### config.mk
export PLATFORM = sky130hd
export DESIGN_NAME = sonar_line_buffer_ctrl
export DESIGN_NICKNAME = d
export VERILOG_FILES = /design/src/rtl/sonar_line_buffer_ctrl.sv
export SDC_FILE = /design/constraint.sdc
export NUM_CORES = 1
export LEC_CHECK = 0
export ABC_AREA = 1
export ABC_CLOCK_PERIOD_IN_PS = 3600
export CAP_MARGIN = 15
export CELL_PAD_IN_SITES_DETAIL_PLACEMENT = 1
export CELL_PAD_IN_SITES_GLOBAL_PLACEMENT = 1
export CORE_ASPECT_RATIO = 0.6
export CORE_UTILIZATION = 39
export DETAILED_ROUTE_END_ITERATION = 6
export PLACE_DENSITY_LB_ADDON = 0.1
export SYNTH_ARGS = -nofsm -noshare
export SYNTH_HDL_FRONTEND = slang
export SYNTH_SLANG_ARGS = --single-unit
### constraint.sdc
create_clock -name clk -period 3.6 [get_ports clk]
set_input_delay 0.54 -clock clk [delete_from_list [all_inputs] [get_ports clk]]
set_output_delay 0.54 -clock clk [all_outputs]
set_load 0.01 [all_outputs]
### src/rtl/sonar_line_buffer_ctrl.sv
// Sonar line buffer controller.
// Ping-pongs echo lines between two 1024-sample banks of an external 2048x8 RAM.
// Bank 0 is the lower half of the RAM and bank 1 is the upper half.
// Full lines are streamed out in write order through a 2-entry output FIFO.
module sonar_line_buffer_ctrl #(
  parameter int LINE_LEN = 1024
) (
  input  logic        clk,
  input  logic        resetn,
  input  logic        wr_valid,
  input  logic [7:0]  wr_data,
  input  logic        wr_last,
  output logic        wr_ready,
  output logic        rd_valid,
  output logic [7:0]  rd_data,
  output logic        rd_last,
  input  logic        rd_ready,
  output logic [10:0] ram_ada,
  output logic [7:0]  ram_din,
  output logic        ram_cea,
  output logic [10:0] ram_adb,
  output logic        ram_ceb,
  input  logic [7:0]  ram_dout,
  output logic [7:0]  overrun_cnt
);

  localparam logic [9:0] LAST_IDX = 10'(LINE_LEN - 1);

  localparam logic [1:0] R_IDLE   = 2'd0;
  localparam logic [1:0] R_STREAM = 2'd1;
  localparam logic [1:0] R_DRAIN  = 2'd2;

  // bank bookkeeping
  logic        wbank_r;
  logic        rbank_r;
  logic [9:0]  wcnt_r;
  logic [9:0]  rcnt_r;
  logic [1:0]  full_r;
  logic [10:0] len_r [2];
  logic [1:0]  state_r;
  logic [7:0]  overrun_r;

  // read pipeline: one RAM read in flight plus the 2-entry output FIFO
  logic        pend_r;
  logic        pend_last_r;
  logic [7:0]  fifo_data_r [2];
  logic        fifo_last_r [2];
  logic        fifo_wptr_r;
  logic        fifo_rptr_r;
  logic [1:0]  fifo_cnt_r;

  logic        wr_ready_s;
  logic        wr_xfer_s;
  logic        wr_close_s;
  logic        rd_valid_s;
  logic        pop_s;
  logic [10:0] cur_len_s;
  logic        issue_last_s;
  logic [2:0]  occ_s;
  logic        issue_s;
  logic        free_s;

  assign wr_ready_s   = !full_r[wbank_r];
  // wr_valid is masked by resetn so that every RAM strobe stays low during reset
  assign wr_xfer_s    = resetn && wr_valid && wr_ready_s;
  assign wr_close_s   = wr_xfer_s && ((wcnt_r == LAST_IDX) || wr_last);

  assign rd_valid_s   = (fifo_cnt_r != 2'd0);
  assign pop_s        = rd_valid_s && rd_ready;
  assign cur_len_s    = len_r[rbank_r];
  assign issue_last_s = ({1'b0, rcnt_r} == (cur_len_s - 11'd1));
  // Room is the occupancy after this cycle's pop, so a head that is being
  // accepted frees its slot at once and the stream keeps 1 sample/cycle.
  assign occ_s        = {1'b0, fifo_cnt_r} + {2'b00, pend_r} - {2'b00, pop_s};
  assign issue_s      = (state_r == R_STREAM) && (occ_s < 3'd2);
  assign free_s       = (state_r == R_DRAIN) && pop_s && fifo_last_r[fifo_rptr_r];

  assign wr_ready     = wr_ready_s;
  assign ram_cea      = wr_xfer_s;
  assign ram_ada      = wr_xfer_s ? {wbank_r, wcnt_r} : 11'd0;
  assign ram_din      = wr_xfer_s ? wr_data : 8'd0;
  assign ram_ceb      = issue_s;
  assign ram_adb      = issue_s ? {rbank_r, rcnt_r} : 11'd0;
  assign rd_valid     = rd_valid_s;
  assign rd_data      = fifo_data_r[fifo_rptr_r];
  assign rd_last      = rd_valid_s && fifo_last_r[fifo_rptr_r];
  assign overrun_cnt  = overrun_r;

  // Write side: advance the sample index and flip to the other bank on close.
  always_ff @(posedge clk or negedge resetn) begin
    if (!resetn) begin
      wcnt_r  <= 10'd0;
      wbank_r <= 1'b0;
    end else if (wr_close_s) begin
      wcnt_r  <= 10'd0;
      wbank_r <= ~wbank_r;
    end else if (wr_xfer_s) begin
      wcnt_r  <= wcnt_r + 10'd1;
    end
  end

  // Bank status: the writer marks a bank full on close and the reader frees it.
  always_ff @(posedge clk or negedge resetn) begin
    if (!resetn) begin
      full_r <= 2'b00;
      for (int b = 0; b < 2; b++) begin
        len_r[b] <= 11'd0;
      end
    end else begin
      for (int b = 0; b < 2; b++) begin
        if (wr_close_s && (wbank_r == 1'(b))) begin
          full_r[b] <= 1'b1;
          len_r[b]  <= {1'b0, wcnt_r} + 11'd1;
        end else if (free_s && (rbank_r == 1'(b))) begin
          full_r[b] <= 1'b0;
        end
      end
    end
  end

  // Count samples offered while the write bank is still full (saturating).
  always_ff @(posedge clk or negedge resetn) begin
    if (!resetn) begin
      overrun_r <= 8'd0;
    end else if (wr_valid && !wr_ready_s && (overrun_r != 8'hFF)) begin
      overrun_r <= overrun_r + 8'd1;
    end
  end

  // Read FSM: wait for a full bank, issue its reads, then drain until rd_last is accepted.
  always_ff @(posedge clk or negedge resetn) begin
    if (!resetn) begin
      state_r <= R_IDLE;
      rcnt_r  <= 10'd0;
      rbank_r <= 1'b0;
    end else begin
      case (state_r)
        R_IDLE: begin
          if (full_r[rbank_r]) begin
            state_r <= R_STREAM;
            rcnt_r  <= 10'd0;
          end
        end
        R_STREAM: begin
          if (issue_s) begin
            rcnt_r <= rcnt_r + 10'd1;
            if (issue_last_s) begin
              state_r <= R_DRAIN;
            end
          end
        end
        R_DRAIN: begin
          if (free_s) begin
            state_r <= R_IDLE;
            rbank_r <= ~rbank_r;
          end
        end
        default: begin
          state_r <= R_IDLE;
        end
      endcase
    end
  end

  // Track the single RAM read in flight and whether it carries the line's last sample.
  always_ff @(posedge clk or negedge resetn) begin
    if (!resetn) begin
      pend_r      <= 1'b0;
      pend_last_r <= 1'b0;
    end else begin
      pend_r      <= issue_s;
      pend_last_r <= issue_s && issue_last_s;
    end
  end

  // Output FIFO: capture ram_dout one cycle after its read, pop on rd_valid && rd_ready.
  always_ff @(posedge clk or negedge resetn) begin
    if (!resetn) begin
      fifo_wptr_r <= 1'b0;
      fifo_rptr_r <= 1'b0;
      fifo_cnt_r  <= 2'd0;
      for (int e = 0; e < 2; e++) begin
        fifo_data_r[e] <= 8'd0;
        fifo_last_r[e] <= 1'b0;
      end
    end else begin
      if (pend_r) begin
        fifo_data_r[fifo_wptr_r] <= ram_dout;
        fifo_last_r[fifo_wptr_r] <= pend_last_r;
        fifo_wptr_r              <= ~fifo_wptr_r;
      end
      if (pop_s) begin
        fifo_rptr_r <= ~fifo_rptr_r;
      end
      case ({pend_r, pop_s})
        2'b10:   fifo_cnt_r <= fifo_cnt_r + 2'd1;
        2'b01:   fifo_cnt_r <= fifo_cnt_r - 2'd1;
        default: fifo_cnt_r <= fifo_cnt_r;
      endcase
    end
  end

endmodule

==> summary.txt, run 1 <==
Outcome
  – Outcome: complete, but fails checks
  – Failing checks: DRC

Timing
  – Slew headroom: 49.8%
  – Slew Limit Fails: 0
  – Fmax: 288 MHz
  – Slew @ Worst Pin: 0.751 ns
  – Tcrit/Tclk final: 96.3%
  – Skew final: 0.00960 ns
  – Fin crit period: 3.47 ns
  – Final setup viols: 0
  – Hold Violations, Final: 0

GRT
  – M2 GR Usage: 37.2%
  – First-pass GRT wire length: 20.9 mm
  – Gr ovfl total: 0
  – Busiest grt layer: met2
  – Number of global-route vias before repair: 4175
  – Met1 GRT Util: 31.0%
  – Initial antenna violation count: 0
  – GRT Total Usage: 22.8%
  – GR Util met3: 5.74%
  – Largest net degree at the start of global routing: 81

Layout
  – FILL cells: 1329
  – Multi-input gate area: 0.00194 mm^2
  – Layout cells sized above 1: 7.85%
  – # diodes: 0
  – Most common cell after layout, fill and taps aside: nand2_1
  – Final instance count without filler cells: 801
  – Synth-to-Final Area Change: 27.8%
  – Final net count: 685
  – Commonest cells after routing, fill and taps aside: nand2_1 (168), inv_1 (83), dfrtp_1 (79)
  – FF+latch area: 0.00200 mm^2

Placement
  – Gpl congestion: 0.868
  – Placed wire-length estimate: 9.22 mm
  – PortBufs: 71
  – DP Cell Count: 783

Floorplanning
  – Die X: 138 um
  – I/O pin cnt: 72
  – Core area: 0.0107 mm^2
  – Die area: 0.0116 mm^2
  – Die height: 83.7 um
  – Row cnt: 29
  – Starting density of the core: 40.5%

Critical path
  – CP delay by family, top: buffers and inverters
  – Critical Path Fanout Max: 11
  – Critical-path cell list: clkdlybuf4s50_1 > nand2_1 > inv_1 > ha_1 > nor2_2 > fa_1 > inv_1 > nand2_1 > nor3_4 > buf_4 > inv_2 > nor2_1 > dlygate4sd2_1
  – Arrival time worst endpoint: 2.93 ns
  – CP Buf/Inv Count: 6
  – Slowest cell on crit path: clkdlybuf4s50_1
  – Largest stage delay, worst path: 0.49 ns
  – Crit Path Category: input pin to output port
  – Worst path depth: 13
  – Req. time, crit path: 3.06 ns
  – Startpoint types: input pin
  – Worst r2r path cells: 18
  – Worst setup EP type: output port

Routing
  – Detailed Route WL: 12.4 mm
  – Post-DR vias/cell: 4.97
  – Antenna-violating nets left: 0
  – DRC: 10
  – DR WL/cell: 15.4 um
  – Starting DRT DRC Count: 196
  – Detailed Routing Iterations Pass 1: 6
  – Via count of the routed design: 3982

Synthesis
  – Synthesized area per cell: 7.47 um^2
  – Post-Syn Area: 0.00434 mm^2
  – Synth Instances: 581
  – Post-synthesis sequential area ratio: 46.1%
  – Warnings, synthesis: 0
  – Count of cell types in the netlist: 33
  – #FFs+latches synth: 80
  – Syn_nets: 609

Power and ir drop
  – Maximum vdd drop: 279 uV
  – Power per cell area: 863 mW/mm^2
  – Pwr Total: 4.78 mW
  – Net Sw Power: 2.03 mW
  – Leak pwr: 2.73 nW
  – Clock power frac: 20.7%
  – Comb power frac: 47.1%
  – Seq pwr share: 32.1%
  – Internal Power: 2.75 mW
  – Switch share: 42.4%

Clock tree
  – CTS Buf Count: 9
  – CTS clk-pin slew, worst paths: 0.06 ns
  – H-tree depth: 3
  – CTS tree: yes
  – Longest Clk Path Bufs: 2
  – CTS Root Cell: clkbuf_16
  – Clk sink count: 80
  – Clk_lat worst skew: 0.34 ns
  – Post-CTS Hold Buffers: 0

Min path
  – Hold Path Class: input pin to async pin

Run
  – Reported max-cap violation count: 0
==> layer usage <==
| metal | part of all wire (%) | vias up |
|---|---|---|
| li1 | - | 1961 |
| met1 | 49 | 1936 |
| met2 | 45 | 78 |
| met3 | 5.1 | 7 |
| met4 | 0.51 | 0 |
| met5 | 0 | - |
==> through the flow <==
step	setup slack [ns]	util, %	TNS [ns]	area [um^2]	hold slack, ns
finish	0.133	51.8	0	5550	0.203
global route	-0.0500	51.8	-0.304	5550	0.224
CTS	0.0383	51.4	0	5510	0.482
detailed placement	-0.262	48.5	-2.47	5190	0.469
global placement	-0.0967	48.5	-1.04	5190	0.460
floorplan	0.490	-	0	4340	0.244
==> final cells by class <==
type | count | share of cell area [%]
clock buffer | 10 | 4.13
clock inverter | 6 | 1.67
inverter | 89 | 6.02
multi-input combinational | 397 | 34.9
sequential | 80 | 36.1
tap | 139 | 3.14
timing repair buffer | 80 | 14.0
==> flip-flops by register name (all words and copies together), names as in the netlist <==
signal,cells
fifo_data_r,16
state_r,2
full_r,2
rcnt_r,10
rbank_r,1
wbank_r,1
len_r,22
wcnt_r,10
fifo_wptr_r,1
fifo_cnt_r,2
fifo_rptr_r,1
fifo_last_r,2
overrun_cnt,8
pend_r,1
pend_last_r,1
==> path summary, 6_finish.rpt <==
path,start,end,slack [ns]
max in group asynchronous,resetn,fifo_cnt_r[0],2.80
worst max-delay path,rd_ready,ram_adb[7],0.13
min in group clk,len_r[20],len_r[20],0.48
worst min register to register,len_r[20],len_r[20],0.48
worst min-delay path,resetn,fifo_data_r[6],0.20
worst max register to register,fifo_cnt_r[0],rcnt_r[7],0.47
==> power groups by stage <==
| stage | Combinational [mW] | Sequential, mW | Clock, mW |
|---|---|---|---|
| 2_1_floorplan | 1.38 | 1.47 | 0 |
| 3_3_place_gp | 2.11 | 1.52 | 0 |
| 3_5_place_dp | 2.22 | 1.55 | 0 |
| 4_1_cts | 2.22 | 1.54 | 1.01 |
| 5_1_grt | 2.54 | 1.59 | 1.05 |
| 6_report | 2.26 | 1.54 | 0.991 |
==> cell usage after synthesis <==
library cell,count,area [um^2]
nor3_1,6,30.0
xnor2_1,5,43.8
clkinv_1,1,3.75
fa_1,1,20.0
o21ai_2,4,35.0
nand3_1,28,140
nor4_1,3,18.8
nor2_2,1,6.26
nor2_1,64,240
inv_1,84,315
or2_2,3,18.8
nor3_2,1,10.0
nand2_2,3,18.8
o22ai_1,9,56.3
dfrtp_1,80,2000
xor2_1,20,175
o211ai_1,1,7.51
buf_2,5,25.0
or2_1,1,6.26
ha_1,6,75.1
o21ai_0,47,235
mux2_2,1,11.3
buf_4,3,22.5
nand2_1,168,631
buf_1,1,3.75
nor2_4,1,11.3
nand4_1,4,25.0
a21oi_1,8,40.0
buf_6,1,11.3
inv_2,4,15.0
clkbuf_1,5,18.8
o21ai_1,11,55.1
nand3_2,1,10.0
==> what timing repair did <==
| action | 4_1_cts | 5_1_grt |
|---|---|---|
| gates resized for setup | 14 | 12 |
| endpoints found under the setup margin | 12 | 4 |
| pin swaps | 0 | 1 |
| buffers inserted | 0 | 1 |
==> cell families after synthesis <==
logic type	after synthesis	share of synthesized area, %
multiplexers	1	0.260
flip-flops	80	46.1
AO/OA/AOI/OAI	80	9.89
AND/OR/NAND/NOR	284	26.9
XOR/XNOR	25	5.05
adder cells (fa/ha/maj)	7	2.19
buffers and inverters	104	9.58
(Power assumes the default switching activity.)
==> inputs of run 2 (changes only) <==
Settings changed: SLEW_MARGIN from default to 10.
==> results of run 2 <==
Same layout as run 1: the final DEF is identical, and so are final timing and power.
